File: config.mk
export PLATFORM = sky130hd
export DESIGN_NAME = biss_sniffer
export DESIGN_NICKNAME = d
export VERILOG_FILES = /design/src/rtl/biss_sniffer_pkg.sv /design/src/rtl/biss_crc6.sv /design/src/rtl/biss_sniffer.sv
export SDC_FILE = /design/constraint.sdc
export NUM_CORES = 1
export LEC_CHECK = 0
export ABC_AREA = 1
export CORE_MARGIN = 10
export CORE_UTILIZATION = 40
export CTS_CLUSTER_DIAMETER = 120
export DETAILED_ROUTE_END_ITERATION = 12
export GPL_TIMING_DRIVEN = 0
export MAX_ROUTING_LAYER = met4
export SLEW_MARGIN = 10
export SYNTH_ARGS = -nofsm -noshare
export SYNTH_HDL_FRONTEND = slang
export SYNTH_SLANG_ARGS = --single-unit
File: constraint.sdc
create_clock -name clk_i -period 7.05 [get_ports clk_i]
set_clock_uncertainty 0.15 [all_clocks]
set_input_delay 2.115 -clock clk_i [delete_from_list [all_inputs] [get_ports clk_i]]
set_output_delay 2.115 -clock clk_i [all_outputs]
set_load 0.01 [all_outputs]
File: src/rtl/biss_sniffer_pkg.sv
// biss_sniffer_pkg: shared types, CRC6 constants and position helpers for the BiSS-C sniffer.
package biss_sniffer_pkg;
  typedef enum logic [3:0] {
    S_IDLE, S_ACK, S_START, S_CDS, S_POSN, S_STAT, S_CRC, S_CHECK, S_TIMEOUT
  } state_t;
  localparam int CRC_W = 6;
  localparam logic [CRC_W-1:0] CRC_POLY = 6'h03;
  localparam int MAX_POSN = 32;
  function automatic logic [MAX_POSN-1:0] sext(input logic [MAX_POSN-1:0] v, input logic [7:0] n);
    logic [MAX_POSN-1:0] m;
    m = {MAX_POSN{1'b1}} << n;
    return v[5'(n - 8'd1)] ? (v | m) : (v & ~m);
  endfunction
endpackage

File: src/rtl/biss_crc6.sv
// biss_crc6: serial CRC6 (x^6+x+1, zero seed), MSB-first data bit per enable.
module biss_crc6
  import biss_sniffer_pkg::*;
(
  input  logic             clk_i,
  input  logic             reset_i,
  input  logic             en,
  input  logic             clr,
  input  logic             d,
  output logic [CRC_W-1:0] crc
);
  logic fb;
  assign fb = crc[CRC_W-1] ^ d;
  always_ff @(posedge clk_i) begin
    if (!reset_i || clr) crc <= '0;
    else if (en) crc <= {crc[CRC_W-2:0], 1'b0} ^ (fb ? CRC_POLY : '0);
  end
endmodule

File: src/rtl/biss_sniffer.sv
// biss_sniffer: passive BiSS-C frame sniffer recovering the sign-extended position word.
// Define BISS_SNIFFER_CRC_CHECK_EN to drop frames whose inverted CRC6 does not match.
module biss_sniffer
  import biss_sniffer_pkg::*;
#(
  parameter int SYNC_STAGES    = 2,
  parameter int TIMEOUT_CYCLES = 1250
) (
  input  logic        clk_i,
  input  logic        reset_i,
  input  logic [7:0]  BITS,
  input  logic [7:0]  BITS_CRC,
  input  logic        ssi_sck_i,
  input  logic        ssi_dat_i,
  output logic [31:0] posn_o
);
  localparam int TO_W = $clog2(TIMEOUT_CYCLES + 1);
  state_t state;
  logic [SYNC_STAGES-1:0] sck_sync, dat_sync;
  logic sck, dat, sck_q, rise, fall;
  logic [7:0] bits_eff, crc_eff, cnt;
  logic [MAX_POSN-1:0] pos_sr;
  logic [1:0] stat;
  logic [CRC_W-1:0] crc_sr, crc_calc;
  logic [TO_W-1:0] to_cnt;
  logic timing, to_hit, crc_ok, unused_obs;
  assign sck = sck_sync[SYNC_STAGES-1];
  assign dat = dat_sync[SYNC_STAGES-1];
  assign rise = sck & ~sck_q;
  assign fall = ~sck & sck_q;
  assign bits_eff = (BITS == 8'd0 || BITS > 8'(MAX_POSN)) ? 8'(MAX_POSN) : BITS;
  assign crc_eff = (BITS_CRC < 8'd2) ? 8'd2 : BITS_CRC;
  assign timing = sck && state != S_IDLE && state != S_TIMEOUT;
  assign to_hit = timing && to_cnt == TO_W'(TIMEOUT_CYCLES - 1);
`ifdef BISS_SNIFFER_CRC_CHECK_EN
  assign crc_ok = (BITS_CRC != 8'd8) || (~crc_calc == crc_sr);
  assign unused_obs = ^stat;
`else
  assign crc_ok = 1'b1;
  assign unused_obs = ^{stat, crc_calc, crc_sr};
`endif
  biss_crc6 u_crc (
    .clk_i  (clk_i),
    .reset_i(reset_i),
    .en     (rise && (state == S_POSN || state == S_STAT)),
    .clr    (state == S_START),
    .d      (dat),
    .crc    (crc_calc)
  );
  always_ff @(posedge clk_i) begin
    if (!reset_i) begin
      sck_sync <= '1;
      dat_sync <= '1;
      sck_q <= 1'b1;
    end else begin
      sck_sync <= SYNC_STAGES'({sck_sync, ssi_sck_i});
      dat_sync <= SYNC_STAGES'({dat_sync, ssi_dat_i});
      sck_q <= sck;
    end
  end
  always_ff @(posedge clk_i) begin
    if (!reset_i) begin
      state <= S_IDLE;
      cnt <= '0;
      pos_sr <= '0;
      stat <= '0;
      crc_sr <= '0;
      to_cnt <= '0;
      posn_o <= '0;
    end else begin
      to_cnt <= timing ? to_cnt + 1'b1 : '0;
      if (to_hit) state <= S_IDLE;
      else begin
        case (state)
          S_IDLE: if (fall) state <= S_ACK;
          S_ACK: if (rise && !dat) state <= S_START;
          S_START: begin
            cnt <= '0;
            pos_sr <= '0;
            crc_sr <= '0;
            if (rise && dat) state <= S_CDS;
          end
          S_CDS: if (rise) state <= S_POSN;
          S_POSN: if (rise) begin
            pos_sr <= {pos_sr[MAX_POSN-2:0], dat};
            cnt <= (cnt == bits_eff - 8'd1) ? 8'd0 : cnt + 8'd1;
            if (cnt == bits_eff - 8'd1) state <= S_STAT;
          end
          S_STAT: if (rise) begin
            stat <= {stat[0], dat};
            cnt <= (cnt == 8'd1) ? 8'd0 : cnt + 8'd1;
            if (cnt == 8'd1) state <= (crc_eff == 8'd2) ? S_CHECK : S_CRC;
          end
          S_CRC: if (rise) begin
            crc_sr <= {crc_sr[CRC_W-2:0], dat};
            cnt <= (cnt == crc_eff - 8'd3) ? 8'd0 : cnt + 8'd1;
            if (cnt == crc_eff - 8'd3) state <= S_CHECK;
          end
          S_CHECK: begin
            if (crc_ok) posn_o <= sext(pos_sr, bits_eff);
            state <= S_TIMEOUT;
          end
          S_TIMEOUT: if (dat) state <= S_IDLE;
          default: state <= S_IDLE;
        endcase
      end
    end
  end
endmodule

==> Word level (Yosys, flattened, before mapping) <==
Index checks and enable logic that the tools add are counted.
{ "totals": {"reg_bits": 92, "inputBits": 20, "out_inout_bits": 32, "word_cells": 95} }
{ "op_classes": {"n_addsub": 4, "magnitude_cmp": 3, "n_eq_ne": 25, "shift": 1, "mux": 27, "bitwise_logic": 9, "reduce_logical": 18} }
{ "ops": {"columns": ["operator", "count"], "rows": [
  ["$mux 32", 2],
  ["$mux 8", 8],
  ["$pmux 32 s2", 1],
  ["$mux 4", 11],
  ["$pmux 4 s9", 1],
  ["$and 32x32->32", 1],
  ["$not 32->32", 1],
  ["$or 32x32->32", 1],
  ["$pmux 8 s4", 1],
  ["$shl 32x8->32 const A", 1],
  ["$ne 2x2->1 const B", 9],
  ["$eq 4x3->1 const B", 4],
  ["$eq 8x8->1", 2],
  ["$add 11x1->11 const B", 1],
  ["$eq 11x11->1 const B", 1],
  ["$reduce_and 11->1", 1],
  ["$add 8x1->8 const B", 1],
  ["$eq 4x2->1 const B", 2],
  ["$eq 8x1->1 const B", 1],
  ["$eq 8x2->1 const B", 1],
  ["$gt 8x6->1 const B", 1],
  ["$logic_not 8->1", 1],
  ["$lt 8x2->1 const B", 1],
  ["$reduce_bool 4->1", 2],
  ["other kinds (20)", 31]
]} }

==> Depth between registers and ports, before layout <==
{ "logic_depth": {"depth_word": 8, "ltp_mapped": 22, "mapped_depth_nobuf": 21} }

==> Worst setup path after synthesis <==
Ideal clock, no wire load.
{ "synth_path": {"kind": "input -> register", "start": "input BITS[2]", "end": "register posn_o[7]", "setup_time_ps": 132, "arrival_time_ps": 4387, "required_time_ps": 6768, "slack_ps": 2381, "path_stages": 20, "path_buffers": 4, "cell_sequence": "buf_4 inv_1 nand2_1 nor2_1 nand2_1 nand2_1 nand3_2 buf_2 ha_1 clkbuf_1 inv_1 nand3_1 nand3_1 nand3_1 nand3_1 nand2_2 buf_4 nand2_1 nand2_1 a21oi_1"} }
{ "synth_via": {"elab_chain_cells": 7, "word_cells_on_any_way": 12} }
{ "synth_rtl": {"columns": ["element", "line_no", "source"], "rows": [
  ["start: declaration", "biss_sniffer.sv:11", "input logic [7:0] BITS,"],
  ["$gt 8x6->1 / $logic_not 8->1 (equally long branches)", "biss_sniffer.sv:31", "assign bits_eff = (BITS == 8'd0 || BITS > 8'(MAX_POSN)) ? 8'(MAX_POSN) : BITS;"],
  ["$logic_or 1x1->1", "biss_sniffer.sv:31", null],
  ["$mux 8 *", "biss_sniffer.sv:31", null],
  ["$sub 8x1->8 / $shl 32x8->32 (equally long branches)", "biss_sniffer_pkg.sv:12, biss_sniffer_pkg.sv:11", null],
  ["$bmux 1 s5 / $not 32->32 (equally long branches)", "biss_sniffer_pkg.sv:12", "return v[5'(n - 8'd1)] ? (v | m) : (v & ~m);"],
  ["$mux 1 (not written as such) / $and 32x32->32 (equally long branches)", "biss_sniffer_pkg.sv:12", null],
  ["$mux 32 *", "biss_sniffer_pkg.sv:12", null],
  ["end signal: assignment", "biss_sniffer.sv:100", "if (crc_ok) posn_o <= sext(pos_sr, bits_eff);"],
  ["end: declaration", "biss_sniffer.sv:15", "output logic [31:0] posn_o"]
]} }
Every way passes the cells marked *; elsewhere a longest branch is shown, timed or not. The select of a mux whose other input is x is not followed.
A chain may end at the register's enable or synchronous reset.

==> Worst setup path in the final report <==
{ "layout_path": {"start": "input BITS[3]", "end": "register posn_o[11]"} }
Same word-level chain as after synthesis.

==> flow_metrics.py <==
metrics = {
    "worst_setup_path": {
        "path_class": "in -> reg",
        "critPathLaunch": "BITS[3]",
        "startpoint_type": "input pin",
        "arrival_ns": 5.87,
        "crit_end": "posn_o[11]$_SDFFE_PN0P_",
        "r2r_slack_ns": 4.29,
        "end_kind": "flop",
        "reg2reg_depth": 10,
        "r2r-end": "posn_o[28]$_SDFFE_PN0P_",
        "path_max_fanout": 10,
        "r2r-start": "state[0]$_SDFFE_PP0P_",
        "worstPathRequired_ns": 7.13,
    },
    "power_and_ir_drop": {
        "p_int_w": 0.00103,
        "pwr-share-seq_pct": 38.7,
        "swShare_pct": 37.9,
        "p_sw_w": 0.000625,
        "ir_drop_mv": 0.132,
        "powerDensity_nw_per_um2": 262,
        "pwr-share-clk_pct": 27.7,
        "p_leak_nw": 2.54,
        "combPwrFrac_pct": 33.7,
    },
    "place": {
        "io_buffer_count": 50,
        "dp_hpwl_microns": 11600,
        "dpl_worst_slack_ns": 1.02,
        "gp_congestion": 1.01,
        "place_area_sq_um": 6030,
    },
    "clock_network": {
        "post_cts_buffers": 0,
        "ctsResizeCount": 0,
        "cts_hold_buffers": 0,
        "clk_pin_slew_ns": 0.06,
        "h-tree-depth": 3,
        "cts.sinks": 92,
        "cts-root-buf": "clkbuf_16",
        "clock_path_buffers": 2,
        "clk_latency_ns": 0.36,
        "cts_inserted_buffers": 9,
        "cts_tree": "yes",
    },
    "synth": {
        "ys_warn_count": 0,
        "synth-xor-area-share_pct": 3.23,
        "synth-seq-area-share_pct": 34.7,
        "syn_inst": 816,
        "ys_dominant_reg_cell": "dfxtp_1",
        "avgSynthCellArea_sq_um": 6.50,
        "syn_area_sq_um": 5310,
        "async_flop_share_pct": 0,
        "synth-simple-area-share_pct": 30.8,
        "synth-compound-area-share_pct": 18.7,
        "synth_edf_count": 0,
        "synth-adder-area-share_pct": 1.65,
        "ys_seq_elements": 92,
        "syn-num-nets": 843,
        "synth_top_family_by_area": "simple AND/OR/NAND/NOR gates",
        "synth_mux_area_share_pct": 0,
        "ys_types": 40,
    },
    "timing": {
        "slew_viol_final": 0,
        "fmax_mhz": 173,
        "hold_viol_final": 0,
        "tightest_slew_ns": 0.680,
        "period_share_pct": 82.2,
        "fin_crit_ns": 5.79,
        "setup_ws_ns": 1.26,
        "setup_violations": 0,
        "slew_headroom_pct": 54.7,
        "tns_ns": 0,
        "grt_setup_unrepaired": "false",
    },
    "floorplan": {
        "dieArea_sq_um": 18300,
        "start_util_pct": 40.4,
        "chipHeight_microns": 135,
        "std_cell_rows": 42,
        "ios": 52,
        "core_area_sq_um": 13100,
        "chipWidth_microns": 135,
    },
    "route": {
        "viasPerCell": 5.16,
        "wl_per_cell_microns": 14.9,
        "vias": 5452,
        "drc": 0,
        "drt_pass1_iterations": 5,
        "ant_nets": 0,
        "routed_wl_microns": 15700,
        "drt_iter0_drc": 362,
    },
    "final_layout": {
        "area_delta_synth_final_pct": 18.7,
        "stdcell_area_sq_um": 6300,
        "nets": 904,
        "drive_gt1_share_pct": 5.11,
        "final_cell_mix": "213 x nand2_1, 104 x inv_1, 102 x a21oi_1",
        "antenna_cells": 0,
        "final_common_cell": "nand2_1",
    },
    "global_routing": {
        "gr-total-overflow": 0,
        "grt_pass1_vias": 5119,
        "grt_antenna_before_repair": 0,
        "grt_pass1_wl_microns": 25800,
        "grt_use_total_pct": 17.9,
        "grt_max_degree": 14,
    },
    "run_status": {
        "status": "completed",
    },
    "flow_run": {
        "drv_cap": 0,
    },
    "worst_hold_path": {
        "hold_path_class": "reg -> reg",
    },
}
## sequential cells by signal (all words and copies together), names as in the netlist
signal    count
pos_sr       32
posn_o       32
to_cnt       11
cnt           8
state         4
dat_sync      2
sck_sync      2
sck_q         1
## area by class of cell
cell class	instances	area (sq um)
buffer	36	173
clock buffer	13	260
clock inverter	2	10.0
fill	1394	6840
inverter	108	405
multi-input combinational	580	2890
sequential	92	1840
tap	176	220
timing repair buffer	50	500
## per-layer routing
| layer | routed length, microns | vias to the layer above | GRT usage [%] |
|---|---|---|---|
| met3 | 929 | 27 | 3.45 |
| met5 | 0 | - | - |
| met4 | 412 | 0 | 6.64 |
| li1 | - | 2785 | - |
| met2 | 7200 | 158 | 28.6 |
| met1 | 7190 | 2482 | 21.8 |
## cell families after synthesis
group | after synthesis
simple gates | 384
compound gates | 171
buf+inv | 144
flops | 92
xor+xnor | 18
fa+ha+maj | 7
## worst min-delay path by stage
stage | slack (ns) | to | start | cells past startpoint
after global placement | 0.25 | dat_sync[1]$_SDFF_PN1_ | dat_sync[0]$_SDFF_PN1_ | 1
final | 0.27 | dat_sync[1]$_SDFF_PN1_ | dat_sync[0]$_SDFF_PN1_ | 1
after global routing | 0.28 | dat_sync[1]$_SDFF_PN1_ | dat_sync[0]$_SDFF_PN1_ | 1
after floorplan | 0.24 | dat_sync[1]$_SDFF_PN1_ | dat_sync[0]$_SDFF_PN1_ | 1
after detailed placement | 0.25 | sck_sync[1]$_SDFF_PN1_ | sck_sync[0]$_SDFF_PN1_ | 1
after CTS | 0.27 | dat_sync[1]$_SDFF_PN1_ | dat_sync[0]$_SDFF_PN1_ | 1
## power by group through the flow
stage	clock, W	combinational, W	sequential, W
after floorplan	0	0.000412	0.000635
after global placement	0	0.000553	0.000647
after detailed placement	0	0.000551	0.000646
after CTS	0.000466	0.000553	0.000636
after global routing	0.000484	0.000625	0.000647
final	0.000457	0.000556	0.000638
## critical path, stage by stage
cell             delay (ns)
clkdlybuf4s50_1        0.60
inv_2                  0.17
nand2_1                0.12
nor2_1                 0.17
nand2_1                0.07
nand2_1                0.14
nand3_2                0.10
buf_2                  0.24
ha_1                   0.30
clkbuf_1               0.45
inv_1                  0.34
nand3_1                0.17
nand3_1                0.08
nand3_1                0.13
nand3_1                0.11
nand2_2                0.14
buf_4                  0.20
nand2_1                0.07
nand2_1                0.09
a21oi_1                0.07
## per-stage QoR
| stage | power [W] | utilization (%) | instances | hold WS, ns |
|---|---|---|---|---|
| CTS | 0.00165 | 47.9 | 1057 | 0.272 |
| global placement | 0.00120 | 45.9 | 1042 | 0.250 |
| global route | 0.00176 | 47.9 | 1057 | 0.282 |
| floorplan | 0.00105 | - | 816 | 0.243 |
| detailed placement | 0.00120 | 45.9 | 1042 | 0.250 |
| finish | 0.00165 | 47.9 | 1057 | 0.267 |
## synth_stat cells, types with 3 or more instances
library cell  instances  area share, %
nor2_1               64            4.5
nand3_1              67            6.3
nand2_2               6           0.71
inv_2                 4           0.28
buf_4                 3           0.42
nand4_1               9            1.1
dfxtp_1              92             35
a21oi_1             102            9.6
a211oi_1             31            4.4
or2_2                 5           0.59
buf_6                 3           0.64
nor3_1                8           0.75
nor4_1                3           0.35
inv_1               104            7.4
xnor2_1               7            1.2
nand2_1             213             15
buf_2                 3           0.28
xor2_1               10            1.7
clkbuf_1             27            1.9
ha_1                  7            1.7
o21ai_0              22            2.1
No activity file was read; power rests on OpenSTA's default activity.
